$ cat src/rtl/uart_tx_core.sv
// UART transmitter: start bit, 5..9 data bits LSB first, optional odd/even parity,
// 1 or 2 stop bits. All timing comes from an internal baud counter on i_clk.
module uart_tx_core #(
  parameter int P_SYSTEM_CLK      = 50_000_000,
  parameter int P_UART_BUADRATE   = 9600,
  parameter int P_UART_DATA_WIDTH = 8,
  parameter int P_UART_STOP_WIDTH = 1,
  parameter int P_UART_CHECK      = 0
) (
  input  logic                         i_clk,
  input  logic                         i_rst_n,
  input  logic [P_UART_DATA_WIDTH-1:0] i_user_tx_data,
  input  logic                         i_user_tx_valid,
  output logic                         o_user_tx_ready,
  output logic                         o_uart_tx,
  output logic                         o_tx_busy,
  output logic                         o_tx_done
);

  localparam int DIV   = P_SYSTEM_CLK / P_UART_BUADRATE;
  localparam int CNT_W = (DIV > 1) ? $clog2(DIV) : 1;
  localparam int BIT_W = 4;

  localparam logic [CNT_W-1:0] CNT_LAST  = CNT_W'(DIV - 1);
  localparam logic [BIT_W-1:0] DATA_LAST = BIT_W'(P_UART_DATA_WIDTH - 1);
  localparam logic [BIT_W-1:0] STOP_LAST = BIT_W'(P_UART_STOP_WIDTH - 1);

  typedef enum logic [2:0] {
    S_IDLE,
    S_START,
    S_DATA,
    S_PARITY,
    S_STOP
  } state_e;

  state_e                       state_q, state_d;
  logic [CNT_W-1:0]             cnt_q, cnt_d;
  logic [BIT_W-1:0]             bit_cnt_q, bit_cnt_d;
  logic [P_UART_DATA_WIDTH-1:0] data_q, data_d;
  logic                         tx_q, tx_d;
  logic                         ready_q, ready_d;
  logic                         busy_q, busy_d;
  logic                         done_q, done_d;

  logic bit_end;
  logic bit_sel;
  logic parity_bit;

  always_comb begin
    // NOTE: every signal assigned here gets a default first, so no path can infer a latch.
    state_d   = state_q;
    cnt_d     = cnt_q;
    bit_cnt_d = bit_cnt_q;
    data_d    = data_q;
    bit_end   = (cnt_q == CNT_LAST);

    if (state_q != S_IDLE) begin
      cnt_d = bit_end ? '0 : cnt_q + 1'b1;
    end

    case (state_q)
      S_IDLE: begin
        cnt_d     = '0;
        bit_cnt_d = '0;
        if (i_user_tx_valid && ready_q) begin
          state_d = S_START;
          data_d  = i_user_tx_data;
        end
      end
      S_START: begin
        if (bit_end) state_d = S_DATA;
      end
      S_DATA: begin
        if (bit_end) begin
          if (bit_cnt_q == DATA_LAST) begin
            bit_cnt_d = '0;
            state_d   = (P_UART_CHECK != 0) ? S_PARITY : S_STOP;
          end else begin
            bit_cnt_d = bit_cnt_q + 1'b1;
          end
        end
      end
      S_PARITY: begin
        if (bit_end) state_d = S_STOP;
      end
      S_STOP: begin
        // bit_cnt doubles as the stop-bit counter for two-stop-bit frames.
        if (bit_end) begin
          if (bit_cnt_q == STOP_LAST) begin
            bit_cnt_d = '0;
            state_d   = S_IDLE;
          end else begin
            bit_cnt_d = bit_cnt_q + 1'b1;
          end
        end
      end
      default: begin
        state_d   = S_IDLE;
        cnt_d     = '0;
        bit_cnt_d = '0;
      end
    endcase

    bit_sel = 1'b0;
    for (int i = 0; i < P_UART_DATA_WIDTH; i++) begin
      if (bit_cnt_d == BIT_W'(i)) bit_sel = data_d[i];
    end
    parity_bit = (P_UART_CHECK == 1) ? ~^data_d : ^data_d;

    // Outputs are decoded from the next state so the registered versions line
    // up exactly with the state they describe.
    case (state_d)
      S_START:  tx_d = 1'b0;
      S_DATA:   tx_d = bit_sel;
      S_PARITY: tx_d = parity_bit;
      default:  tx_d = 1'b1;
    endcase
    ready_d = (state_d == S_IDLE);
    busy_d  = (state_d != S_IDLE);
    done_d  = (state_d == S_STOP) && (bit_cnt_d == STOP_LAST) && (cnt_d == CNT_LAST);
  end

  // NOTE: sequential state uses non-blocking assignments so every flop samples pre-edge values.
  always_ff @(posedge i_clk or negedge i_rst_n) begin
    if (!i_rst_n) begin
      state_q   <= S_IDLE;
      cnt_q     <= '0;
      bit_cnt_q <= '0;
      data_q    <= '0;
      tx_q      <= 1'b1;
      ready_q   <= 1'b0;
      busy_q    <= 1'b0;
      done_q    <= 1'b0;
    end else begin
      state_q   <= state_d;
      cnt_q     <= cnt_d;
      bit_cnt_q <= bit_cnt_d;
      data_q    <= data_d;
      tx_q      <= tx_d;
      ready_q   <= ready_d;
      busy_q    <= busy_d;
      done_q    <= done_d;
    end
  end

  assign o_uart_tx       = tx_q;
  assign o_user_tx_ready = ready_q;
  assign o_tx_busy       = busy_q;
  assign o_tx_done       = done_q;

endmodule
$ cat config.mk
export PLATFORM = sky130hd
export DESIGN_NAME = uart_tx_core
export DESIGN_NICKNAME = d
export VERILOG_FILES = /design/src/rtl/uart_tx_core.sv
export SDC_FILE = /design/constraint.sdc
export NUM_CORES = 1
export LEC_CHECK = 0
export CAP_MARGIN = 10
export CORE_MARGIN = 2
export CORE_UTILIZATION = 63
export DETAILED_ROUTE_END_ITERATION = 7
export PLACE_DENSITY = 0.95
export SLEW_MARGIN = 20
export SYNTH_ARGS = -nofsm -noshare
export SYNTH_HDL_FRONTEND = slang
export SYNTH_SLANG_ARGS = --single-unit
export TNS_END_PERCENT = 5
$ cat constraint.sdc
create_clock -name i_clk -period 4.3 [get_ports i_clk]
set_input_delay 0.86 -clock i_clk [delete_from_list [all_inputs] [get_ports i_clk]]
set_output_delay 0.86 -clock i_clk [all_outputs]
set_load 0.02 [all_outputs]
==> reports/results.tsv <==
stage	metric	value	unit
placed_design	PortBufs	14	
synthesis	Post-synth ARST share	1.00	
worst_setup_path	Critical Path Start Type	flip-flop	
global_route	first-pass GRT wire length	6820	um
synthesis	Syn Nets	214	
finish	most frequent cells in the layout	31 x dfrtp_1, 21 x xnor2_1, 20 x nor2_1	
clocking	cts hold-fix bufs	0	
worst_setup_path	CP Data Arrival Time	3.16	ns
die	# rows	20	
clocking	Max Buffers Root-to-Sink	2	
synthesis	cell count after synthesis	200	
synthesis	mapped cell area	0.00202	mm^2
die	DIE HEIGHT	60.6	um
timing	Final Slew Violations	0	
timing	fmax	347	MHz
synthesis	synth unique cells	59	
worst_setup_path	CP Cell Sequence	ha_1 -> and4bb_2 -> nand3_2 -> or4_1 -> a21oi_1 -> or2b_2 -> o31ai_2 -> o21a_1	
timing	Worst-Margin Slew	0.867	ns
worst_setup_path	critical path class	reg2reg	
finish	Final nets	230	
min_path	type of the worst min-delay path	reg2reg	
finish	final instance area	0.00222	mm^2
worst_setup_path	Crit path required time	4.58	ns
timing	clock period minus worst slack	2.88	ns
timing	RSZ-0062 raised after global routing	false	
finish	area grow syn2layout	10.0	%
timing	worst rel slew slack	0.414	
power_and_ir_drop	P_leak	0.892	nW
timing	post-route setup TNS	0	ns
routing	Wirelength per Cell	16.1	um
worst_setup_path	CP max FO	13	
clocking	CTS Buf Count	5	
routing	first drt pass iteration count	4	
timing	Final Skew	0.0136	ns
clocking	CTS tree	done	
worst_setup_path	worst stage delay on the critical path	0.58	ns
routing	drc violations	0	
die	Starting Density	0.661	
worst_setup_path	number of buffers and inverters on the critical path	0	
die	num ports	15	
finish	ratio of cells with drive above 1 in the final layout	0.143	
power_and_ir_drop	PwrDens	453	mW/mm^2
clocking	worst-skew pair later-pin latency	0.34	ns
synthesis	yosys warns	0	
placed_design	GP Congestion	0.934	
placed_design	Area after DPL	0.00217	mm^2
clocking	Clk Tree Root Cell	clkbuf_4	
clocking	CTS clk-pin slew, worst paths	0.10	ns
power_and_ir_drop	Tot Pwr	1.01	mW
timing	final critical-path share of the clock period	0.669	
global_route	total grt overflow	0	
outcome	status	finished, final reports clean	
flow_run	Max Cap Viol	0	
global_route	initial antenna violation count	0	
routing	initial detailed-routing violation count	124	
worst_setup_path	critical path endpoint category	flip-flop	
die	core area	0.00305	mm^2
routing	drt total wl	4210	um
placed_design	DPL Wire Length	2940	um
clocking	Post-CTS Resized	0	
finish	n_diodes	0	
die	die width	60.6	um
routing	via count	1561	
timing	final hold vios	0	
worst_setup_path	Slowest-stage cell, CP	or4_1	
finish	Fill cells	222	
worst_setup_path	Worst path top cell family by delay	simple AND/OR/NAND/NOR gates	
power_and_ir_drop	Max IR drop VDD	344	uV
synthesis	Yosys reg bits	32	
synthesis	Seq/Total Area, Yosys	0.397	
timing	final hold slack	0.491	ns
synthesis	Mean Syn Cell Area	10.1	um^2
clocking	H-tree depth	2	
clocking	setup bufs post-CTS	0	
routing	final antenna-violating net count	0	
global_route	vias in the first global route	1479	
routing	Via density	5.98	
global_route	Overall Global Routing Usage	0.258	
timing	# setup viols final	0	
die	Die Area	0.00367	mm^2
synthesis	Post-synth top flop	dfrtp_1	
clocking	CTS sink cnt	32	
finish	commonest non-fill, non-tap cell in the layout	dfrtp_1	
synthesis	Post-synth EDFFs	0	
global_route	largest net degree at the start of global routing	33	
worst register-to-register path, stage by stage (launching register included):
cell	delay (ns)
dfrtp_1	0.39
ha_1	0.24
and4bb_2	0.27
nand3_2	0.24
or4_1	0.58
a21oi_1	0.45
or2b_2	0.35
o31ai_2	0.17
o21a_1	0.13
stage by stage:
step | setup WS, ns | std cells | util
floorplan | 1.86 | 200 | -
global route | 1.30 | 261 | 0.727
detailed placement | 1.37 | 253 | 0.711
global placement | 1.41 | 253 | 0.711
CTS | 1.46 | 261 | 0.727
finish | 1.42 | 261 | 0.727
cell type report:
class / count / area [um^2] / share of cell area
Clock buffer: 7 / 45.0 / 0.0203
Tap cell: 44 / 55.1 / 0.0248
Timing Repair Buffer: 15 / 148 / 0.0665
Clock inverter: 1 / 5.00 / 0.00225
Sequential cell: 32 / 802 / 0.361
Inverter: 6 / 22.5 / 0.0101
Multi-Input combinational cell: 156 / 1140 / 0.515
layer usage:
metal  routed length, um  vias up  global-route usage
met3                 150        8              0.0704
met5                   0        -                   0
li1                    -      756                   -
met4                  68        0              0.0994
met1                1800      760               0.312
met2                2190       37               0.441
synthesized netlist by cell type (all sizes together) (3+ instances only):
master,number,area share
xnor2,21,0.091
o31ai,5,0.021
nand2,11,0.020
nand3,9,0.025
inv,6,0.011
o21ai,5,0.012
buf,5,0.023
xor2,7,0.030
and4bb,3,0.019
mux2,8,0.045
nor3,9,0.025
ha,3,0.019
a21oi,7,0.023
and4,3,0.014
dfrtp,31,0.38
or3,3,0.0099
o211ai,5,0.021
mux2i,3,0.015
nor4b,3,0.020
nor2,21,0.040
kinds of logic after synthesis:
group	share of synthesized area
DFF	0.397
and+or+nand+nor	0.239
xor gates and xnor gates	0.122
AOI/OAI and AO/OA	0.128
buffers and inverters	0.0360
adders and majority gates	0.0186
muxes	0.0595
report_power, final:
| group | internal [mW] | total [mW] | switching [mW] |
|---|---|---|---|
| sequential | 0.369 | 0.435 | 0.0665 |
| combinational | 0.207 | 0.407 | 0.200 |
| clock | 0.0637 | 0.164 | 0.101 |
| total | 0.640 | 1.01 | 0.367 |
registers in the layout (all words and copies together), names as in the netlist:
name,count
o_tx_done,1
bit_cnt_q,4
o_uart_tx,1
o_tx_busy,1
state_q,3
cnt_q,13
data_q,8
o_user_tx_ready,1
worst paths after layout:
kind | from | endpoint | slack (ns) | cells past startpoint
setup / recovery | cnt_q[0]$_DFF_PN0_ | o_uart_tx$_DFF_PN1_ | 1.42 | 8
setup reg to reg | cnt_q[0]$_DFF_PN0_ | o_uart_tx$_DFF_PN1_ | 1.42 | 8
max in group asynchronous | i_rst_n | o_uart_tx$_DFF_PN1_ | 3.06 | 2
hold reg to reg | cnt_q[0]$_DFF_PN0_ | cnt_q[0]$_DFF_PN0_ | 0.49 | 1
min in group asynchronous | i_rst_n | data_q[7]$_DFF_PN0_ | 0.91 | 2
hold / removal | cnt_q[0]$_DFF_PN0_ | cnt_q[0]$_DFF_PN0_ | 0.49 | 1
Power figures use the tool's default switching activity.
